[config.mk]
export PLATFORM = sky130hd
export DESIGN_NAME = vx_csr_access_ctrl
export DESIGN_NICKNAME = d
export VERILOG_FILES = /design/src/rtl/vx_csr_access_ctrl.sv
export SDC_FILE = /design/constraint.sdc
export NUM_CORES = 1
export LEC_CHECK = 0
export ABC_AREA = 1
export BUFFER_PORTS_ARGS = -buffer_cell sky130_fd_sc_hd__buf_2
export CELL_PAD_IN_SITES_DETAIL_PLACEMENT = 1
export CELL_PAD_IN_SITES_GLOBAL_PLACEMENT = 1
export CORE_MARGIN = 4
export CORE_UTILIZATION = 35
export DETAILED_ROUTE_END_ITERATION = 8
export PLACE_DENSITY = 0.95
export SKIP_LAST_GASP = 1
export SYNTH_ARGS = -nofsm -noshare
export SYNTH_HDL_FRONTEND = slang
export SYNTH_SLANG_ARGS = --single-unit
[constraint.sdc]
create_clock -name clk -period 5.3 [get_ports clk]
set_input_delay 0.53 -clock clk [delete_from_list [all_inputs] [get_ports clk]]
set_output_delay 0.53 -clock clk [all_outputs]
set_load 0.02 [all_outputs]
[src/rtl/vx_csr_access_ctrl.sv]
// vx_csr_access_ctrl
//   Sequences a single CSR read-modify-write access: accept a request, read
//   the CSR, compute the new value (RW / RS / RC), optionally write it back,
//   then return the old value on the response port. One request in flight.
//
// Ports
//   clk, reset        : clock and synchronous active-high reset
//   req_*             : request in (valid/ready), op/uuid/wid/addr/rd_nz/src
//   read_*            : read strobe + ids/address out, ro/rw data in (same cycle)
//   write_*           : write strobe + ids/address/new value out
//   rsp_*             : response out (valid/ready), uuid/wid/old data/illegal

`ifndef XLEN
`define XLEN 32
`endif
`ifndef UUID_WIDTH
`define UUID_WIDTH 44
`endif
`ifndef NW_WIDTH
`define NW_WIDTH 2
`endif
`ifndef VX_CSR_ADDR_BITS
`define VX_CSR_ADDR_BITS 12
`endif
`ifndef STRING
`define STRING string
`endif

module vx_csr_access_ctrl #(
    parameter `STRING INSTANCE_ID = ""
) (
    input  logic                         clk,
    input  logic                         reset,

    input  logic                         req_valid,
    output logic                         req_ready,
    input  logic [1:0]                   req_op,
    input  logic [`UUID_WIDTH-1:0]       req_uuid,
    input  logic [`NW_WIDTH-1:0]         req_wid,
    input  logic [`VX_CSR_ADDR_BITS-1:0] req_addr,
    input  logic                         req_rd_nz,
    input  logic [`XLEN-1:0]             req_src,

    output logic                         read_enable,
    output logic [`UUID_WIDTH-1:0]       read_uuid,
    output logic [`NW_WIDTH-1:0]         read_wid,
    output logic [`VX_CSR_ADDR_BITS-1:0] read_addr,
    input  logic [`XLEN-1:0]             read_data_ro,
    input  logic [`XLEN-1:0]             read_data_rw,

    output logic                         write_enable,
    output logic [`UUID_WIDTH-1:0]       write_uuid,
    output logic [`NW_WIDTH-1:0]         write_wid,
    output logic [`VX_CSR_ADDR_BITS-1:0] write_addr,
    output logic [`XLEN-1:0]             write_data,

    output logic                         rsp_valid,
    input  logic                         rsp_ready,
    output logic [`UUID_WIDTH-1:0]       rsp_uuid,
    output logic [`NW_WIDTH-1:0]         rsp_wid,
    output logic [`XLEN-1:0]             rsp_data,
    output logic                         rsp_illegal
);

    localparam logic [1:0] OP_RW = 2'b01;
    localparam logic [1:0] OP_RS = 2'b10;

    typedef enum logic [1:0] {ST_IDLE, ST_READ, ST_WRITE, ST_RSP} state_t;

    state_t state, state_n;

    logic [1:0]                   op_p0;
    logic [`UUID_WIDTH-1:0]       uuid_p0;
    logic [`NW_WIDTH-1:0]         wid_p0;
    logic [`VX_CSR_ADDR_BITS-1:0] addr_p0;
    logic [`XLEN-1:0]             src_p0;

    logic [`XLEN-1:0]             new_p1;
    logic [`XLEN-1:0]             old_p1;
    logic                         illegal_p1;

    logic                         fire;
    logic [`XLEN-1:0]             old_val;
    logic                         do_write;
    logic                         ro_addr;

    // rd_nz has no bearing on access control; accepted for interface parity.
    logic unused_req_rd_nz;
    assign unused_req_rd_nz = req_rd_nz;

    function automatic logic [`XLEN-1:0] calc_new(
        input logic [1:0]       op,
        input logic [`XLEN-1:0] old_v,
        input logic [`XLEN-1:0] src_v
    );
        case (op)
            OP_RW:   calc_new = src_v;
            OP_RS:   calc_new = old_v | src_v;
            default: calc_new = old_v & ~src_v;
        endcase
    endfunction

    assign fire     = req_valid && req_ready;
    assign old_val  = read_data_ro | read_data_rw;
    // A set/clear with a zero mask is a pure read and must not touch the CSR.
    assign do_write = (op_p0 == OP_RW) || (src_p0 != '0);
    assign ro_addr  = (addr_p0[11:10] == 2'b11);

    always_ff @(posedge clk) begin
        if (reset) begin
            state <= ST_IDLE;
        end else begin
            state <= state_n;
        end
    end

    // Strobes are forced low while reset is held so an in-flight access is
    // dropped without a late read/write/response.
    always_comb begin
        state_n      = state;
        req_ready    = 1'b0;
        read_enable  = 1'b0;
        write_enable = 1'b0;
        rsp_valid    = 1'b0;
        case (state)
            ST_IDLE: begin
                req_ready = 1'b1;
                if (req_valid) begin
                    state_n = (req_op == 2'b00) ? ST_RSP : ST_READ;
                end
            end
            ST_READ: begin
                read_enable = 1'b1;
                state_n     = (do_write && !ro_addr) ? ST_WRITE : ST_RSP;
            end
            ST_WRITE: begin
                write_enable = 1'b1;
                state_n      = ST_RSP;
            end
            default: begin
                rsp_valid = 1'b1;
                if (rsp_ready) begin
                    state_n = ST_IDLE;
                end
            end
        endcase
        if (reset) begin
            req_ready    = 1'b0;
            read_enable  = 1'b0;
            write_enable = 1'b0;
            rsp_valid    = 1'b0;
            state_n      = ST_IDLE;
        end
    end

    // Stage p0: request capture at fire
    always_ff @(posedge clk) begin
        if (fire) begin
            op_p0   <= req_op;
            uuid_p0 <= req_uuid;
            wid_p0  <= req_wid;
            addr_p0 <= req_addr;
            src_p0  <= req_src;
        end
    end

    // Stage p1: read result and new value
    always_ff @(posedge clk) begin
        if (state == ST_READ) begin
            new_p1 <= calc_new(op_p0, old_val, src_p0);
        end
    end

    always_ff @(posedge clk) begin
        if (reset) begin
            old_p1     <= '0;
            illegal_p1 <= 1'b0;
        end else if (fire) begin
            old_p1     <= '0;
            illegal_p1 <= (req_op == 2'b00);
        end else if (state == ST_READ) begin
            old_p1     <= old_val;
            illegal_p1 <= ro_addr && do_write;
        end
    end

    // Side fields are zeroed when their strobe is low so they never carry X
    // from the unreset capture registers.
    assign read_uuid   = read_enable  ? uuid_p0 : '0;
    assign read_wid    = read_enable  ? wid_p0  : '0;
    assign read_addr   = read_enable  ? addr_p0 : '0;
    assign write_uuid  = write_enable ? uuid_p0 : '0;
    assign write_wid   = write_enable ? wid_p0  : '0;
    assign write_addr  = write_enable ? addr_p0 : '0;
    assign write_data  = write_enable ? new_p1  : '0;
    assign rsp_uuid    = rsp_valid    ? uuid_p0 : '0;
    assign rsp_wid     = rsp_valid    ? wid_p0  : '0;
    assign rsp_data    = old_p1;
    assign rsp_illegal = rsp_valid && illegal_p1;

`ifndef SYNTHESIS
    rsp_hold_a: assert property (@(posedge clk) disable iff (reset)
        (rsp_valid && !rsp_ready) |=> rsp_valid)
        else $error("[%s] rsp_valid dropped without rsp_ready", INSTANCE_ID);

    strobe_excl_a: assert property (@(posedge clk) disable iff (reset)
        !(read_enable && write_enable))
        else $error("[%s] read_enable and write_enable overlap", INSTANCE_ID);
`endif

endmodule

==> results.md, run 1 <==
- Critical Path RT: 4.77 ns
- Peak ir drop on the vdd network: 208 µV
- Num ports: 392
- DR DRC count: 0
- Die area: about 23,000 µm²
- Vias/cell: 4.84
- Longest Clk Path Bufs: 2
- Crit. End Element: output port
- RSZ-0062 raised after global routing: no
- Register bit total from synthesis: 159
- Post-synth top cells: 317 x nor2_1, 124 x edfxtp_1, 105 x inv_1, 35 x dfxtp_1, 32 x a221oi_1
- Crit-path max FO: 54
- Slew Limit Headroom: 0.267
- GPL Wtd Cong: 0.884
- First DRT Iteration DRCs: 463
- Grt total ovfl: 0
- H-tree levels: 4
- Cell type with the largest total area after synthesis: edfxtp_1
- Clk_skew: around 0.016 ns
- Final-report hold violation count: 0
- Post-Synthesis Cells: approximately 760
- Synth top area cells: edfxtp_1 51%, nor2_1 16%, dfxtp_1 9.5%
- Leak Pwr: 5.11 nW
- Vias in the first global route: 7,351
- Kind of start point of the critical path: register
- Aggregate global-route resource usage: 0.227
- Post-synth top area share: 0.506
- Setup TNS: 0 ns
- Post-Synthesis Cell Area: 7360 µm²
- EDFF count, synth: 124
- Max-slew violations: 0
- Async SR Flop Fraction: 0
- Hold crit path type: primary input to register
- Pwr dens: approximately 460 nW/µm²
- Via count: 6,883
- Core area: 20,400 µm²
- Buffers on Ports: 390
- Final setup vio count: 0
- Post-CTS Setup Inserts: 0
- Crit path DAT: between 2 and 3 ns
- FMAX: between 0.2 and 0.3 GHz
- Status: finished clean
- Ys Warns: 0
- Min Tclk post-route: 3.38 ns
- Register area share after synthesis: 0.601
- Total CTS buffers: 17
- Sink Count: 159
- CTS clock-pin slew for the worst setup and hold paths: approximately 0.080 ns
- Fin Hold WS: 0.273 ns
- Worst Max-Slew Pin Slew: around 1.1 ns
- Clk Latency, worst-skew pair: 0.43 ns
- DRT Pass-1 Iters: 4
- Routed WL: around 27 mm
- Initial antenna violation count: 4
- Die Y: roughly 150 µm
- Top FF cell, synth: edfxtp_1
- Post-CTS Resized: 0
- Layout cells sized above 1: 0.434
- Row count: 52
- Largest net degree at the start of global routing: slightly below 70
- Post-Syn Area per Cell: ~9.6 µm²
- Hold_buf cts: 0
- Clk Tree Root Cell: clkbuf_16
- Global-route wire length before repair: 41.5 mm
- Count leader, synth: nor2_1
- Nets: between 1,000 and 1,500
- Starting Density: 0.360
- Unique masters post-synth: 25
- Tcrit/Tclk final: 0.639
- CTS tree: built
- Synth-to-layout area growth: 37.1%
- Synth Net Count: 931
- MaxCap Viol Count: 0
- WL/cell: 19.3 µm
- Worst-case reg-to-reg path depth: 9
- Hold depth: 1
- Post-DP HPWL: 20.8 mm
- Crit Path Class: register to output port
- Die width: 153 µm
- Routed Antenna Nets: 0
==> final cells by class <==
class                           instances  area (µm²)
Antenna cell                            4        10.0
Clock buffer                           17         425
Inverter                              109         413
Multi-Input combinational cell        452        2280
Fill cell                            2458       10300
Sequential cell                       159        4420
Clock inverter                         15         196
Timing Repair Buffer                  396        2000
Tap cell                              270         338
==> cell families (layout without fill, tap and decap cells) <==
kind of cell | after synthesis | in the layout | share of synthesized area
compound gates | 101 | 101 | 0.116
buf+inv | 153 | 537 | 0.0898
fa+ha+maj | 6 | 6 | 0.0102
other cells | 0 | 4 | 0
simple gates | 345 | 345 | 0.183
flops | 159 | 159 | 0.601
==> power by group <==
group / switching [mW] / internal [mW]
logic: 1.09 / 0.440
registers: 0.116 / 1.67
clock network: 0.555 / 0.758
==> critical path, stage by stage (launching register included) <==
cell	delay, ns
dfxtp_1	0.36
inv_1	0.11
ha_1	0.16
inv_1	0.05
nor2_1	0.17
clkinv_2	0.61
buf_4	0.52
nor2_1	0.20
buf_2	0.20
==> placed cells by master, fill, tap and decap left out, types with 2 or more instances in the layout <==
cell,instances
inv_2,2
buf_4,6
bufinv_16,3
nor2_2,2
o21ai_2,29
inv_8,2
buf_2,390
ha_1,5
nand3_1,3
a21oi_2,30
clkbuf_16,17
nor2_4,2
dfxtp_1,35
nor3_1,2
or2_1,2
diode_2,4
o21ai_0,5
nor2_1,317
edfxtp_1,124
clkinvlp_4,3
a221oi_1,32
inv_6,6
inv_1,105
a21oi_1,4
nand2_1,15
==> layer usage <==
layer / track usage / up-vias / wire (µm)
met5: 0 / - / 0
met4: 0.0861 / 0 / 791
met3: 0.0520 / 48 / 1470
met2: 0.410 / 252 / 14500
met1: 0.263 / 3369 / 10700
li1: - / 3214 / -
==> path summary, 6_finish.rpt <==
| check | from | end | slack (ns) |
|---|---|---|---|
| max | state[0] | write_uuid[14] | 1.92 |
| min | req_src[19] | src_p0[19] | 0.27 |
| max reg2reg | state[0] | rsp_data[31] | 2.72 |
| min reg2reg | rsp_data[30] | rsp_data[30] | 0.51 |
==> per-stage QoR <==
step	cell area, µm²	power [mW]	std cells	worst slack (ns)	util
after detailed placement	9460	3.34	1386	2.22	0.463
after global placement	9460	3.26	1386	2.31	0.463
after floorplan	7360	2.82	764	2.44	-
after global routing	10100	4.88	1422	1.69	0.494
after CTS	10100	4.66	1418	1.88	0.493
final	10100	4.62	1422	1.92	0.494
==> state kept, by name (all words and copies together), names as in the netlist, 2 cells and up <==
| register | cells |
|---|---|
| rsp_data | 32 |
| src_p0 | 32 |
| addr_p0 | 12 |
| op_p0 | 2 |
| uuid_p0 | 44 |
| wid_p0 | 2 |
| state | 2 |
| new_p1 | 32 |
Note: power is estimated with default switching activity, not from simulation.
==> run 2: changes to the inputs <==
--- a/config.mk
+++ b/config.mk
@@ -10,9 +10,9 @@
 export CELL_PAD_IN_SITES_DETAIL_PLACEMENT = 1
 export CELL_PAD_IN_SITES_GLOBAL_PLACEMENT = 1
 export CORE_MARGIN = 4
-export CORE_UTILIZATION = 35
+export CORE_UTILIZATION = 29
 export DETAILED_ROUTE_END_ITERATION = 8
-export PLACE_DENSITY = 0.95
+export PLACE_DENSITY = 0.86
 export SKIP_LAST_GASP = 1
 export SYNTH_ARGS = -nofsm -noshare
 export SYNTH_HDL_FRONTEND = slang
==> constraint.sdc (replaced) <==
create_clock -name clk -period 2.85 [get_ports clk]
set_input_delay 0.285 -clock clk [delete_from_list [all_inputs] [get_ports clk]]
set_output_delay 0.285 -clock clk [all_outputs]
set_load 0.02 [all_outputs]
==> run 2 against run 1 <==
Net effect: final cell count up 4.7%; sequential cell count unchanged; highest routed layer unchanged; utilization down 8.2 points; non-clock buffer count up 9; worst setup slack worse by 1.5 ns; cell area up 2.1%; sequential power up 86%; critical path type unchanged; critical endpoint unchanged.
==> results.md, run 2 (synthesis gave the netlist of run 1 again) <==
- Peak ir drop on the vdd network: 453 µV (+120%)
- Die area: 28,000 µm² (+20%)
- CP cell instances: inv_1, ha_1, inv_1, nor2_1, inv_4, buf_12, nor2_1, buf_2
- Vias in the first global route: 7,240 (-1.5%)
- Crit. End Element: output port
- Global-route wire length before repair: 40.6 mm (-2.3%)
- H-tree levels: 4 (unchanged)
- Row count: 58 (+12%)
- Tcrit/Tclk final: 0.850
- Final Instance Area: 10,300 µm² (+2.1%)
- Min Tclk post-route: 2.42 ns
- Fillers: 3,009 (+22%)
- Internal reg-to-reg setup slack: 0.67 ns (-2.05 ns)
- Most flops, register: uuid_p0
- Starting Density: 0.294 (-0.0663)
- GPL Wtd Cong: 0.889 (+0.57%)
- Longest Clk Path Bufs: 2 (unchanged)
- Hold_buf cts: 0 (unchanged)
- Die Y: 167 µm (+9.3%)
- Layout cells sized above 1: 0.438 (+0.00440)
- Worst Max-Slew Pin Slew: 0.663 ns (-0.435 ns)
- Buffers on Ports: 390 (unchanged)
- Sink Count: 159 (unchanged)
- First DRT Iteration DRCs: 298 (-36%)
- Post-placement cell area: 9670 µm² (+2.3%)
- Vias/cell: 4.63 (-4.4%)
- Nets: 1,311 (+0.69%)
- Crit-path max FO: 40 (-26%)
- MaxCap Viol Count: 0 (unchanged)
- Crit Path Class: register to output port
- Post-DP HPWL: 20.4 mm (-2.0%)
- Crit-path slowest cell: dfxtp_1
- Final setup vio count: 0 (unchanged)
- Via count: 6,890 (+0.10%)
- Routed Antenna Nets: 0 (unchanged)
- Slew Limit Headroom: 0.558 (+0.291)
- Core area: 25,000 µm² (+23%)
- Total CTS buffers: 17 (unchanged)
- Die width: 167 µm (+9.3%)
- Initial antenna violation count: 2 (-2)
- Critical Path RT: 2.57 ns (-2.20 ns)
- Most common cell after layout, fill and taps aside: buf_2
- Status: finished clean
- CP peak stage delay: 0.42 ns (-0.19 ns)
- Leak Pwr: 5.18 nW (+1.5%)
- Hold crit path type: primary input to register
- Pwr dens: 834 nW/µm² (+82%)
- Max-slew violations: 0 (unchanged)
- Synth-to-layout area growth: 40.0%
- CTS tree: built
- Routed WL: 26.8 mm (-2.4%)
- Commonest cells after routing, fill and taps aside: 390 x buf_2, 317 x nor2_1, 124 x edfxtp_1, 105 x inv_1, 35 x dfxtp_1
- DRT Pass-1 Iters: 5 (+1)
- RSZ-0062 raised after global routing: no
- CP top delay family: buffers and inverters
- Crit path DAT: 2.14 ns (-0.71 ns)
- Final-report hold violation count: 0 (unchanged)
- Largest net degree at the start of global routing: 100 (+47%)
- Aggregate global-route resource usage: 0.187 (-0.0404)
- CP bufs+invs: 5 (unchanged)
- WL/cell: 18.0 µm (-6.8%)
- Clk Latency, worst-skew pair: 0.43 ns (about the same)
- Clk Tree Root Cell: clkbuf_16
- Setup TNS: 0 ns (unchanged)
- FMAX: 0.413 GHz
- Kind of start point of the critical path: register
- Grt total ovfl: 0 (unchanged)
- Max reg flops: 44 (unchanged)
- CTS clock-pin slew for the worst setup and hold paths: 0.08 ns (about the same)
- Clk_skew: 0.0175 ns (+0.00127 ns)
- Num ports: 392 (unchanged)
- DR DRC count: 0 (unchanged)
run 2: what timing repair did:
action,in CTS,in global routing
hold endpoints to repair,0,0
setup endpoints to repair,0,52
buffers inserted,0,0
gates resized for setup,0,1
run 2: per-layer routing:
layer	GRT usage	vias up	share of wire
li1	-	3234	-
met1	0.215	3361	0.40
met2	0.336	242	0.52
met3	0.0449	53	0.059
met4	0.0737	0	0.030
met5	0	-	0
run 2: area by class of cell:
cell class / count / area, µm² / share of cell area
Sequential cell: 159 / 4420 / 0.430
Multi-Input combinational cell: 452 / 2280 / 0.222
Timing Repair Buffer: 405 / 2140 / 0.208
Clock buffer: 17 / 425 / 0.0413
Inverter: 109 / 414 / 0.0402
Tap cell: 330 / 413 / 0.0401
Clock inverter: 15 / 194 / 0.0188
Antenna cell: 2 / 5.00 / 0.000486
run 2: per-stage QoR:
step,power [mW],setup slack (ns),hold slack [ns],utilization,instances
2_1_floorplan,5.24,0.238,0.384,-,764
3_3_place_gp,6.18,0.603,0.462,0.386,1455
3_5_place_dp,6.29,0.506,0.463,0.386,1455
4_1_cts,8.70,0.0508,0.00832,0.411,1487
5_1_grt,9.07,0.235,0.00205,0.411,1489
6_report,8.59,0.426,0.0300,0.411,1489
run 2: final timing paths:
kind / from / end / cells past startpoint
setup reg to reg: state[0] / rsp_data[11] / 10
setup / recovery: state[0] / write_uuid[14] / 8
hold / removal: req_src[17] / src_p0[17] / 1
hold reg to reg: rsp_data[30] / rsp_data[30] / 2
run 2: power breakdown:
group          total [mW]  internal [mW]  switching [mW]
logic                2.90          0.884            2.02
registers            3.31           3.09           0.218
clock network        2.38           1.27            1.11
==> run 3: changes to the inputs <==
--- a/config.mk
+++ b/config.mk
@@ -9,6 +9,7 @@
 export BUFFER_PORTS_ARGS = -buffer_cell sky130_fd_sc_hd__buf_2
 export CELL_PAD_IN_SITES_DETAIL_PLACEMENT = 1
 export CELL_PAD_IN_SITES_GLOBAL_PLACEMENT = 1
+export CORE_ASPECT_RATIO = 1.5
 export CORE_MARGIN = 4
 export CORE_UTILIZATION = 29
 export DETAILED_ROUTE_END_ITERATION = 8
==> run 3 against run 2 <==
Net effect: fmax fell by 4.9%; via count decreased by 2.0%; hold slack better by 0.0067 ns; critical path depth stayed put; global-route usage down 0.76 points; register-to-register slack improved by 0.12 ns; largest cell class unchanged; largest power group unchanged.
==> results.md, run 3 (synthesis gave the netlist of run 1 again) <==
- Status: finished clean
- Final-report hold violation count: 0 (unchanged)
- CP peak stage delay: 0.36 ns (-0.06 ns)
- Num ports: 392 (unchanged)
- GPL Wtd Cong: 0.881 (-0.91%)
- Reg-to-reg critical path startpoint: state[0]
- Layout cells sized above 1: 0.437 (-0.00162)
- Switching Share: 0.356 (-0.0336)
- Peak ir drop on the vdd network: 400 µV (-12%)
- Leak Pwr: 5.22 nW (+0.60%)
- Most common cell after layout, fill and taps aside: buf_2
- Crit-path slowest cell: dfxtp_1
- Crit. End Element: output port
- Row count: 71 (+22%)
- Post-CTS Resized: 0 (unchanged)
- CP startpoint: state[0]
- Global-route wire length before repair: 39.6 mm (-2.3%)
- Aggregate global-route resource usage: 0.179 (-0.00757)
- Internal power: 5.67 mW (+8.1%)
- Die area: 28,000 µm² (+0.19%)
- Longest Clk Path Bufs: 2 (unchanged)
- Max reg flops: 44 (unchanged)
- Synth-to-layout area growth: 40.5%
- Internal reg-to-reg setup slack: 0.79 ns (+0.12 ns)
- CP cell instances: inv_1, ha_1, inv_1, nor2_1, clkinv_2, buf_12, nor2_1, buf_2
- Initial antenna violation count: 2 (unchanged)
- First DRT Iteration DRCs: 268 (-10%)
- Grt total ovfl: 0 (unchanged)
- Core area: 25,100 µm² (about the same)
- CP bufs+invs: 5 (unchanged)
- H-tree levels: 4 (unchanged)
- Clk_skew: 0.00712 ns (-0.0104 ns)
- Worst Setup EP: write_addr[10]
- Crit Path Class: register to output port
- Buffers on Ports: 390 (unchanged)
- Vias in the first global route: 7,361 (+1.7%)
- Kind of start point of the critical path: register
- Clk Tree Root Cell: clkbuf_16
- Clock Power Share: 0.296 (+0.019)
- Capture point of the worst reg-to-reg path: rsp_data[21]
- Crit-path max FO: 59 (+48%)
- RSZ-0062 raised after global routing: no
- Pwr dens: 852 nW/µm² (+2.1%)
- Worst-case reg-to-reg path depth: 10 (unchanged)
- Crit path DAT: 2.26 ns (+0.12 ns)
- CTS clock-pin slew for the worst setup and hold paths: 0.06 ns (-0.02 ns)
- Power Total: 8.80 mW (+2.4%)
- Max-slew violations: 0 (unchanged)
- Tcrit/Tclk final: 0.895 (+0.0441)
- Most flops, register: uuid_p0
- Routed Antenna Nets: 0 (unchanged)
- Post-DP HPWL: 19.7 mm (-3.7%)
- Total CTS buffers: 17 (unchanged)
- Nets: 1,313 (+0.15%)
- Vias/cell: 4.54 (-2.0%)
- FMAX: 0.392 GHz (-4.9%)
- CP top delay family: buffers and inverters
- Commonest cells after routing, fill and taps aside: 390 x buf_2, 317 x nor2_1, 124 x edfxtp_1, 105 x inv_1, 35 x dfxtp_1
- Critical Path RT: 2.57 ns (about the same)
- Comb pwr share: 0.328 (-0.010)
- Post-CTS Setup Inserts: 0 (unchanged)
- Worst Max-Slew Pin Slew: 0.838 ns (+0.175 ns)
- Clk Latency, worst-skew pair: 0.42 ns (about the same)
- CTS tree: built
- MaxCap Viol Count: 0 (unchanged)
- DR DRC count: 0 (unchanged)
- Slew Limit Headroom: 0.441 (-0.117)
- Hold_buf cts: 0 (unchanged)
- Setup TNS: 0 ns (unchanged)
- Fin Hold WS: 0.0367 ns (+0.00666 ns)
- Final setup vio count: 0 (unchanged)
- Starting Density: 0.294 (about the same)
- Seq pwr share: 0.376 (-0.009)
- DRT Pass-1 Iters: 4 (-1)
- Via count: 6,755 (-2.0%)
- Min Tclk post-route: 2.55 ns (+0.126 ns)
- Die width: 138 µm (-17%)
- Sink Count: 159 (unchanged)
- Routed WL: 25.7 mm (-3.9%)
- Net switching power: 3.13 mW (-6.4%)
- Die Y: 203 µm (+21%)
- Largest net degree at the start of global routing: 94 (-6.0%)
- Levels on crit path: 8 (unchanged)
- WL/cell: 17.3 µm (-3.9%)
- Hold crit path type: primary input to register
[run 3: cell types whose count changed in the layout (fill, tap and decap cells not counted)]
cell | before | now
bufinv_16 | 1 | 6
inv_8 | 5 | 0
buf_4 | 9 | 13
clkinv_8 | 4 | 0
clkbuf_1 | 0 | 3
clkinv_2 | 0 | 3
buf_12 | 6 | 4
clkbuf_8 | 0 | 2
clkinv_4 | 3 | 1
clkinvlp_4 | 1 | 0
inv_4 | 2 | 1
[run 3: power by group through the flow]
stage | clock network (mW) | registers [mW] | logic, mW
finish | 2.60 | 3.31 | 2.89
global route | 2.78 | 3.36 | 3.18
CTS | 2.69 | 3.32 | 2.95
detailed placement | 0 | 3.36 | 2.94
global placement | 0 | 3.33 | 2.85
floorplan | 0 | 3.50 | 1.74
[run 3: final cells by class]
type,instances,area (µm²)
multi-input combinational,452,2280
sequential,159,4420
fill,3019,14700
clock buffer,22,464
antenna,2,5.00
clock inverter,10,208
tap,328,410
inverter,109,413
timing repair buffer,407,2130
[run 3: worst min path at each step]
stage	startpoint	endpoint	slack (ns)	cells past startpoint
after floorplan	req_addr[0]	addr_p0[0]	0.38	0
after global placement	req_uuid[17]	uuid_p0[17]	0.46	1
after detailed placement	req_uuid[12]	uuid_p0[12]	0.46	1
after CTS	req_src[15]	src_p0[15]	0.009	1
after global routing	req_src[26]	src_p0[26]	0.005	1
final	req_src[11]	src_p0[11]	0.04	1
[run 3: metrics by stage]
step	worst slack, ns	util	instance area [µm²]	instances
final	0.301	0.413	10300	1489
after global routing	0.0940	0.413	10300	1489
after CTS	0.206	0.412	10300	1487
after detailed placement	0.687	0.386	9660	1455
after global placement	0.746	0.386	9660	1455
after floorplan	0.238	-	7360	764
[run 3: routing by layer]
| layer | wire length [µm] | vias to the layer above | global-route usage |
|---|---|---|---|
| met5 | 0 | - | 0 |
| met4 | 984 | 0 | 0.0791 |
| met3 | 1670 | 50 | 0.0547 |
| met2 | 13800 | 260 | 0.334 |
| met1 | 9330 | 3216 | 0.184 |
| li1 | - | 3229 | - |
